===== src/rtl/serial_adder_pkg.sv =====
// serial_adder_pkg: shared FSM state encoding, default width and counter sizing helper
//   (no ports; imported by serial_adder)
package serial_adder_pkg;

    localparam int WIDTH_DEF = 8;

    typedef enum logic [1:0] {
        IDLE = 2'd0,
        RUN  = 2'd1,
        DONE = 2'd2
    } state_e;

    // Bit counter must hold 0..w-1 but never collapse to zero bits when w == 1
    function automatic int cnt_w(input int w);
        return (w > 1) ? $clog2(w) : 1;
    endfunction

endpackage


===== src/rtl/fulladder.sv =====
// fulladder: 1-bit full adder used as the serial bit-slice
//   a, b, cin : addend bits and carry-in
//   sum       : sum bit
//   carry     : carry-out
module fulladder (
    input  logic a,
    input  logic b,
    input  logic cin,
    output logic sum,
    output logic carry
);

    assign sum   = a ^ b ^ cin;
    assign carry = (a & b) | (cin & (a ^ b));

endmodule


===== src/rtl/serial_adder.sv =====
// serial_adder: bit-serial adder, one bit per clock LSB first through a single full adder
//   clk, rst_n  : clock, asynchronous active-low reset
//   start       : load a/b/cin and begin an add (honoured in IDLE or DONE)
//   a, b, cin   : operands and carry-in
//   busy        : high while bits are being processed
//   done        : one-cycle pulse when sum/cout are updated
//   sum, cout   : registered result, held until the next completion
module serial_adder
    import serial_adder_pkg::*;
#(
    parameter int WIDTH = WIDTH_DEF
) (
    input  logic             clk,
    input  logic             rst_n,
    input  logic             start,
    input  logic [WIDTH-1:0] a,
    input  logic [WIDTH-1:0] b,
    input  logic             cin,
    output logic             busy,
    output logic             done,
    output logic [WIDTH-1:0] sum,
    output logic             cout
);

    localparam int CW = cnt_w(WIDTH);

    state_e           state_q, state_d;
    logic [WIDTH-1:0] shift_a_q, shift_a_d;
    logic [WIDTH-1:0] shift_b_q, shift_b_d;
    logic [WIDTH-1:0] shift_s_q, shift_s_d;
    logic [WIDTH-1:0] sum_q, sum_d;
    logic [CW-1:0]    cnt_q, cnt_d;
    logic             carry_q, carry_d;
    logic             cout_q, cout_d;
    logic             fa_sum, fa_carry;
    logic             run, last, load;
    logic [WIDTH:0]   s_next;

    fulladder u_fa (
        .a    (shift_a_q[0]),
        .b    (shift_b_q[0]),
        .cin  (carry_q),
        .sum  (fa_sum),
        .carry(fa_carry)
    );

    assign run  = (state_q == RUN);
    assign last = (cnt_q == CW'(WIDTH - 1));
    assign load = start && !run;
    // Shift the new bit in at the MSB; written via a WIDTH+1 shift so WIDTH == 1 needs no special case
    assign s_next = {fa_sum, shift_s_q} >> 1;

    always_ff @(posedge clk or negedge rst_n) begin
        if (!rst_n) begin
            state_q <= IDLE;
        end else begin
            state_q <= state_d;
        end
    end

    always_comb begin
        state_d = run ? (last ? DONE : RUN) : (start ? RUN : IDLE);
    end

    always_comb begin
        busy = run;
        done = (state_q == DONE);
    end

    always_comb begin
        shift_a_d = load ? a   : (run ? shift_a_q >> 1 : shift_a_q);
        shift_b_d = load ? b   : (run ? shift_b_q >> 1 : shift_b_q);
        carry_d   = load ? cin : (run ? fa_carry : carry_q);
        cnt_d     = load ? '0  : (run ? cnt_q + CW'(1) : cnt_q);
        shift_s_d = run ? s_next[WIDTH-1:0] : shift_s_q;
        sum_d     = (run && last) ? s_next[WIDTH-1:0] : sum_q;
        cout_d    = (run && last) ? fa_carry : cout_q;
    end

    always_ff @(posedge clk or negedge rst_n) begin
        if (!rst_n) begin
            shift_a_q <= '0;
            shift_b_q <= '0;
            shift_s_q <= '0;
            carry_q   <= 1'b0;
            cnt_q     <= '0;
            sum_q     <= '0;
            cout_q    <= 1'b0;
        end else begin
            shift_a_q <= shift_a_d;
            shift_b_q <= shift_b_d;
            shift_s_q <= shift_s_d;
            carry_q   <= carry_d;
            cnt_q     <= cnt_d;
            sum_q     <= sum_d;
            cout_q    <= cout_d;
        end
    end

    assign sum  = sum_q;
    assign cout = cout_q;

endmodule

===== config.mk =====
export PLATFORM = sky130hd
export DESIGN_NAME = serial_adder
export DESIGN_NICKNAME = d
export VERILOG_FILES = /design/src/rtl/serial_adder_pkg.sv /design/src/rtl/fulladder.sv /design/src/rtl/serial_adder.sv
export SDC_FILE = /design/constraint.sdc
export NUM_CORES = 1
export LEC_CHECK = 0
export BUFFER_PORTS_ARGS = -buffer_cell sky130_fd_sc_hd__buf_2
export CORE_AREA = 2 2 67 69
export DETAILED_ROUTE_END_ITERATION = 7
export DIE_AREA = 0 0 69 71
export PLACE_DENSITY = 0.73
export REMOVE_ABC_BUFFERS = 1
export SLEW_MARGIN = 20
export SYNTH_ARGS = -nofsm -noshare
export SYNTH_HDL_FRONTEND = slang
export SYNTH_SLANG_ARGS = --single-unit
export TNS_END_PERCENT = 1

===== constraint.sdc =====
create_clock -name clk -period 1.65 [get_ports clk]
set_input_delay 0.165 -clock clk [delete_from_list [all_inputs] [get_ports clk]]
set_output_delay 0.165 -clock clk [all_outputs]
set_load 0.01 [all_outputs]

* Word level (Yosys, flattened, before mapping)
Index checks and enable logic that the tools add are counted.
** Cells by class
- Muxes and demuxes :: 11
- Equality and inequality tests :: 3
- Bitwise gates (word level) :: 5
- $add $sub $neg :: 1
- Reduce and logical (&&, ||, !) cells :: 4
** Operators with widths (number)
- 8-bit two-way mux :: 4
- 3-bit two-way mux :: 2
- 2-bit two-way mux :: 2
- 3-bit by 1-bit adder with 3-bit output (second input constant) :: 1
- 3-bit == test (second input constant) :: 1
- 1-bit two-way mux :: 3
- 1-bit bitwise AND :: 2
- 2-bit by 1-bit == test with 1-bit output (second input constant) :: 1
- 2-bit == test (second input constant) :: 1
- 1-bit logical AND :: 2
- 2-bit nonzero test :: 1
- 1-bit bitwise XOR :: 2
- 1-bit logical NOT :: 1
- 1-bit bitwise OR :: 1
** Word-level totals
- Bits of input ports :: 20
- Word-level logic and storage cells :: 32
- Flip-flop bits (word level) :: 39
- Output and inout bits :: 11

* Longest topological paths before layout
Gate-level depths: netlist of run 1.
- Word-level depth :: 5
- Gate-level depth with buffers :: 5
- Gate-level depth less buffers :: 4

* Hierarchy
A second synthesis of run 1 with hierarchy kept.
** Unflattened totals
- Cells, all modules :: 109
- Area, all modules :: 1809.2 um2
** Modules (own cells, without submodules)
- serial_adder :: area each 1789.2 um2, times used 1, seq. area each 950.9 um2, cells an instance 108
- fulladder :: area each 20.0 um2, times used 1, seq. area each 0.0 um2, cells an instance 1

* Least setup slack after synthesis of run 1
No wires, ideal clock.
- Path type :: register -> register
- Start :: reg cnt_q[0]
- End :: reg cout_q, in the netlist cout
- Cell stages (with the launch flop) :: 6
- Slack :: 0.174 ns
- Period minus slack after synthesis :: 1.476 ns
- Arrival :: 1.351 ns
- Path buffers :: 1
- Cells stage by stage :: dfrtp_1 ha_1 ha_1 nand3b_1 buf_2 mux2_2
** On the way
- Longest elaborated chain between the ends :: 2
** Ends and longest elaborated chain
- start: declaration :: line serial_adder.sv:32 : logic [CW-1:0] cnt_q, cnt_d;
- start signal: assignment :: line serial_adder.sv:94 : cnt_q <= cnt_d;
- 3-bit == test :: line serial_adder.sv:48 : assign last = (cnt_q == CW'(WIDTH - 1));
- 1-bit logical AND :: line serial_adder.sv:77 : cout_d = (run && last) ? fa_carry : cout_q;
- end signal: assignment :: line serial_adder.sv:96 : cout_q <= cout_d;
- end: declaration :: line serial_adder.sv:34 : logic cout_q, cout_d;
Every way passes these cells.
A chain may end at the register's enable or synchronous reset.

* Worst setup path in the final report of run 1
- Start :: reg cnt_q[0]
- End :: reg sum_q[5], in the netlist sum[5]
** On the way
- Longest elaborated chain between the ends :: 2
** Ends and longest elaborated chain
- 3-bit == test :: line serial_adder.sv:48
- 1-bit logical AND :: line serial_adder.sv:76 : sum_d = (run && last) ? s_next[WIDTH-1:0] : sum_q;
- end signal: assignment :: line serial_adder.sv:95 : sum_q <= sum_d;
- end: declaration :: line serial_adder.sv:31 : logic [WIDTH-1:0] sum_q, sum_d;
Every way passes these cells.

==> results of run 1 <==
==> tightest hold or removal path: cells and delay by family <==
family	cells	cell delay, ns
simple gates	1	0.08
mux	1	0.06
buf+inv	1	0.07
==> registers in the layout, indices dropped and copies added (netlist names) <==
signal	count
shift_s_q	7
carry_q	1
sum	8
cout	1
shift_a_q	8
cnt_q	3
state_q	2
shift_b_q	8
==> per-layer routing <==
| metal | routed length, um | GRT usage [%] | share of wire [%] | vias to the layer above |
|---|---|---|---|---|
| li1 | - | - | - | 458 |
| met1 | 1350 | 18.6 | 45 | 483 |
| met2 | 1430 | 21.0 | 48 | 22 |
| met3 | 135 | 3.99 | 4.5 | 6 |
| met4 | 59 | 5.88 | 2.0 | 0 |
| met5 | 0 | 0 | 0 | - |
==> metrics by stage <==
stage          utilization (%)  hold WS [ns]
5_1_grt                   50.9         0.140
6_report                  50.9         0.128
4_1_cts                   50.9         0.119
3_3_place_gp              48.9         0.119
2_1_floorplan                -        -0.131
3_5_place_dp              48.9         0.134
==> cell usage in the layout, fill, tap and decap left out, drive strengths merged <==
| master | netlist | layout |
|---|---|---|
| mux2 | 48 | 48 |
| dfrtp | 38 | 38 |
| buf | 6 | 37 |
| clkbuf | 0 | 7 |
| mux2i | 4 | 4 |
| inv | 3 | 3 |
| nor2b | 3 | 3 |
| nand2b | 2 | 2 |
| nor2 | 2 | 2 |
| ha | 2 | 2 |
| nand3b | 1 | 1 |
| fa | 1 | 1 |
| dlygate4sd3 | 0 | 1 |
==> cell families after synthesis <==
kind of cell | count (synthesis)
fa+ha+maj | 3
buf+inv | 9
flops | 38
mux | 52
simple gates | 8
==> power by group <==
group / leakage (nW) / switching [mW] / total (mW) / internal (mW)
Clock: 0.0383 / 0.295 / 0.585 / 0.291
Sequential: 0.475 / 0.237 / 1.59 / 1.35
Combinational: 0.571 / 0.584 / 1.61 / 1.03
==> worst paths after layout <==
path | end | depth (start not counted) | start | slack [ns]
setup / recovery | sum[5] | 5 | cnt_q[0] | 0.10
hold / removal | shift_a_q[7] | 3 | a[7] | 0.13
setup reg to reg | sum[5] | 5 | cnt_q[0] | 0.10
hold reg to reg | cnt_q[0] | 1 | cnt_q[0] | 0.51
max in group asynchronous | shift_a_q[3] | 3 | rst_n | 0.85
min in group asynchronous | shift_s_q[2] | 2 | rst_n | 0.35
==> final cells by class <==
class,count,area [um^2]
Fill cell,389,2060
Tap cell,52,65.1
Timing Repair Buffer,38,238
Multi-Input combinational cell,63,800
Sequential cell,38,951
Clock buffer,7,76.3
Inverter,3,11.3
==> timing repair <==
action	in CTS	in global routing
endpoints found under the hold margin	18	0
hold buffers	1	0
endpoints found under the setup margin	0	0
buffers inserted	0	0
==> results.md, run 1 <==
- Pleak: about 1.1 nW
- Xor and xnor area share after synthesis: 0%
- Yosys top cell area share: between 50% and 60%
- Gpl congestion: between 0.7 and 0.8
- Post-DP Area: 2050 um^2
- Drt first pass iters: 3
- Worst vdd ir: about 0.66 mV
- Total negative setup slack: 0 ns
- Largest net degree at the start of global routing: 21
- # port buffers: 30
- Vias per inst: approximately 4.8
- Clock latency on the worst-skew pair: 0.28 ns
- Initial antenna violation count: 0
- Core Region: between 4000 and 5000 um^2
- Setup ws final: between 0.1 and 0.15 ns
- Cell Rows: 24
- Setup Crit Path Kind: reg -> reg
- Non-filler cells in the finished layout: 201
- Slowest cell delay on critical path: approximately 0.4 ns
- Num Clock Sinks: 38
- Final period util: between 90 and 100%
- Nets: approximately 170
- Least-Margin Pin Slew: between 0.4 and 0.5 ns
- Die width: 69 um
- Total CTS buffers: 5
- Total Power: between 3 and 4 mW
- Data required, critical path: between 1.5 and 2 ns
- CP Max Fanout: 10
- Placed Cells: roughly 190
- Sequential share of the synthesized area: between 50% and 60%
- CP Launch Type: flip-flop
- Commonest cells in the synthesized netlist: dfrtp_1, mux2_4, mux2_2
- Synth Instances: 110
- Status: finished clean
- Finished layout cell area: about 2100 um^2
- I/O Pins: 31
- Depth of the CTS H-tree: 2
- Initial Util: 43.4%
- Post-DRT Antenna Nets: 0
- Post-Syn Area per Cell: between 15 and 20 um^2
- CTS root buffer: clkbuf_8
- CP cell instances: ha_1 -> ha_1 -> nand3b_1 -> buf_4 -> mux2_2
- All-Layer GR Usage: around 14%
- Total grt overflow: 0
- Synth Area in Compound Gates: 0%
- Yosys cell types: 13
- Unrepaired setup endpoints after global routing: no
- Die height: slightly above 70 um
- WL per Instance: roughly 15 um
- PostCTS Resize Cnt: 0
- Critical-path top delay cell: dfrtp_1
- Mux cell area share after synthesis: around 39%
- Largest family of logic cells by synthesized area: multiplexers
- DPL Wire Length: roughly 2200 um
- Critical path arrival: between 1.5 and 2 ns
- Vias in the first global route: approximately 1100
- Async set-or-reset flop fraction in the synthesized netlist: between 90% and 100%
- Worst slack, placed: 0.103 ns
- Most numerous cell in the Yosys netlist: dfrtp_1
- Synth Flop Type: dfrtp_1
- Clock Pin Slew Worst Setup and Hold Paths: 0.07 ns
- Initial DRC Count: 36
- Post-synth EDFFs: 0
- Slew Limit Fails: 0
- Critical path buffers and inverters: 1
- Synth Area in Adders: under 10%
- Layout cell share with drive strength beyond 1: between 60% and 70%
- Flops & latches, synth: 38
- Worst hold path type: in -> reg
- Setup violations, final: 0
- Fin crit period: between 1.5 and 2 ns
- Die Area: ~4900 um^2
- Synth warnings: 0
- CTS Buffer Depth: 2
- Area grow syn2layout: 17.4%
- Largest area contributor in the netlist: dfrtp_1
- Slew headroom: just over 70%
- Synthesized area: roughly 1800 um^2
- Delay-heaviest family, CP: flip-flops
- Vias: about 970
- Crit-path most repeated cell: ha_1
- Endpoint type of the worst setup path: flip-flop
- Drt total wl: 2980 um
- Fin. Hold Viols: 0
- CTS tree: done
- First-pass GRT wire length: 5310 um
- PD cells: about 1800 nW/um^2
- Antenna cells: 0
- Layout Skew: roughly 0.0047 ns
- DR DRC count: 0
- Simple-Gate Fraction of Synth Area: between 2 and 3%
- Dominant cells by area after synthesis: dfrtp_1, mux2_4, mux2_2, buf_6, mux2i_1
- Maxcap violations: 0
- F_max: roughly 0.65 GHz
No activity file was read; power rests on OpenSTA's default activity.
==> inputs of run 2 (changes only) <==
--- a/config.mk
+++ b/config.mk
@@ -6,10 +6,10 @@
 export NUM_CORES = 1
 export LEC_CHECK = 0
 export BUFFER_PORTS_ARGS = -buffer_cell sky130_fd_sc_hd__buf_2
-export CORE_AREA = 2 2 67 69
+export CORE_AREA = 2 2 64 66
 export DETAILED_ROUTE_END_ITERATION = 7
-export DIE_AREA = 0 0 69 71
-export PLACE_DENSITY = 0.73
+export DIE_AREA = 0 0 66 68
+export PLACE_DENSITY = 0.78
 export REMOVE_ABC_BUFFERS = 1
 export SLEW_MARGIN = 20
 export SYNTH_ARGS = -nofsm -noshare
==> run 2 against run 1 <==
Clock power rose by 9.1%. Worst setup slack improved by 0.0025 ns. Highest routed layer unchanged. Sequential share of layout area fell by 0.36 points. Critical endpoint is now sum[0]. Combinational power rose by 4%. Critical path depth did not move.
==> results.md, run 2 (synthesis results as in run 1) <==
- Die width: between 60 and 70 um
- Initial Util: around 47%
- Setup Crit Path Kind: reg -> reg
- Critical path buffers and inverters: 1
- Die height: between 60 and 70 um
- Largest net degree at the start of global routing: 39
- Fin. Hold Viols: 0
- Post-DRT Antenna Nets: 0
- Drt total wl: approximately 3000 um
- Nets: between 150 and 200
- Reg2Reg Setup Slack: between 0.1 and 0.15 ns
- All-Layer GR Usage: between 10% and 20%
- CTS tree: done
- Vias in the first global route: between 1000 and 1500
- Total negative setup slack: 0 ns
- Die Area: between 4000 and 5000 um^2
- F_max: roughly 0.65 GHz
- Placed Cells: 190
- Slew Limit Fails: 0
- WL per Instance: between 15 and 20 um
- Least-Margin Pin Slew: approximately 0.47 ns
- Gpl congestion: 0.658
- Cell Rows: 23
- Finished layout cell area: around 2200 um^2
- Initial antenna violation count: 0
- Final period util: a little over nine tenths
- Critical-path top delay cell: dfrtp_1
- Crit-path most repeated cell: ha_1
- RR Endpoint: sum[0]
- Endpoint type of the worst setup path: flip-flop
- Crit path from: cnt_q[0]
- Worst vdd ir: roughly 0.9 mV
- Drt first pass iters: 4
- Stages on worst setup path: 5
- R2R cell count: 5
- Worst r2r src: cnt_q[0]
- Unrepaired setup endpoints after global routing: no
- DR DRC count: 0
- Non-filler cells in the finished layout: 199
- Setup violations, final: 0
- Total grt overflow: 0
- Pleak: approximately 1.1 nW
- Area grow syn2layout: 18.4%
- PD cells: around 1800 nW/um^2
- CP cell instances: ha_1 -> ha_1 -> nand3b_1 -> buf_12 -> mux2_2
- DPL Wire Length: approximately 2200 um
- Antenna cells: 0
- Worst hold path type: in -> reg
- Delay-heaviest family, CP: adder cells
- Status: finished clean
- Total CTS buffers: 5
- Vias per inst: 4.89
- Core Region: between 3000 and 4000 um^2
- CP Launch Type: flip-flop
- Clock latency on the worst-skew pair: roughly 0.28 ns
- Post-CTS Setup Bufs: 0
- CP endpoint: sum[0]
- Layout cell share with drive strength beyond 1: ~61%
- Slowest cell delay on critical path: 0.41 ns
- Commonest cells after routing, fill and taps aside: dfrtp_1, mux2_4, buf_2, mux2_2, clkbuf_8
- Initial DRC Count: 42
- Critical path arrival: 1.71 ns
- Post-DP Area: a little over 2000 um^2
- I/O Pins: 31
- Data required, critical path: between 1.5 and 2 ns
- Layout Skew: roughly 0.003 ns
- CTS Buffer Depth: 2
- Clock Pin Slew Worst Setup and Hold Paths: approximately 0.07 ns
- # port buffers: 30
- Fin crit period: 1.54 ns
- CP Max Fanout: 10
- Maxcap violations: 0
- Commonest non-fill, non-tap cell in the layout: dfrtp_1
- Slew headroom: 68.7%
- First-pass GRT wire length: 5030 um
- Depth of the CTS H-tree: 2
- CTS root buffer: clkbuf_8
- Vias: slightly below 1000
- Num Clock Sinks: 38
[run 2: changes by cell type in the layout (fill, tap and decap cells not counted)]
cell,previous run,this run
buf_4,5,3
buf_12,2,3
clkinv_2,0,1
clkbuf_8,5,6
clkbuf_1,2,1
[run 2: cell type report]
type                       count  area (um^2)
clock buffer                   7         86.3
clock inverter                 1         5.00
sequential                    38          951
multi-input combinational     63          800
fill                         328         1700
timing repair buffer          37          243
tap                           50         62.6
inverter                       3         11.3
[run 2: power by group]
| group | internal (mW) | switching, mW |
|---|---|---|
| logic | 1.07 | 0.600 |
| registers | 1.35 | 0.249 |
| clock network | 0.337 | 0.301 |
| total | 2.75 | 1.15 |
[run 2: routing by layer]
metal	up-vias	track usage (%)	wire (um)
met2	21	27.8	1570
met4	0	5.36	29
li1	457	-	-
met1	492	17.5	1250
met3	3	4.28	154
met5	-	0	0
[run 2: worst min-delay path by stage]
stage / from / to / slack, ns / depth (start not counted)
after floorplan: rst_n / carry_q / -0.13 / 0
after global placement: rst_n / cnt_q[2] / 0.23 / 2
after detailed placement: rst_n / cnt_q[2] / 0.24 / 2
after CTS: a[7] / shift_a_q[7] / 0.14 / 3
after global routing: a[7] / shift_a_q[7] / 0.15 / 3
final: a[7] / shift_a_q[7] / 0.14 / 3
[run 2: metrics by stage]
step | power (mW) | hold slack [ns] | setup slack (ns) | util [%]
after floorplan | 2.77 | -0.131 | -0.427 | -
after global placement | 3.20 | 0.227 | 0.183 | 53.3
after detailed placement | 3.32 | 0.243 | 0.107 | 53.3
after CTS | 3.97 | 0.140 | 0.0948 | 56.0
after global routing | 4.16 | 0.154 | 0.0522 | 56.0
final | 3.90 | 0.138 | 0.105 | 56.0
[run 2: worst reg2reg max path, delay by kind of cell (launching register included)]
| kind | cells | cell delay (ns) |
|---|---|---|
| adder cells (fa/ha/maj) | 2 | 0.41 |
| buffers and inverters | 1 | 0.14 |
| flip-flops | 1 | 0.41 |
| multiplexers | 1 | 0.34 |
| AND/OR/NAND/NOR | 1 | 0.13 |
[run 2: repair_timing]
action,4_1_cts,5_1_grt
hold buffers,1,0
resized for setup,0,0
hold endpoints to repair,38,0
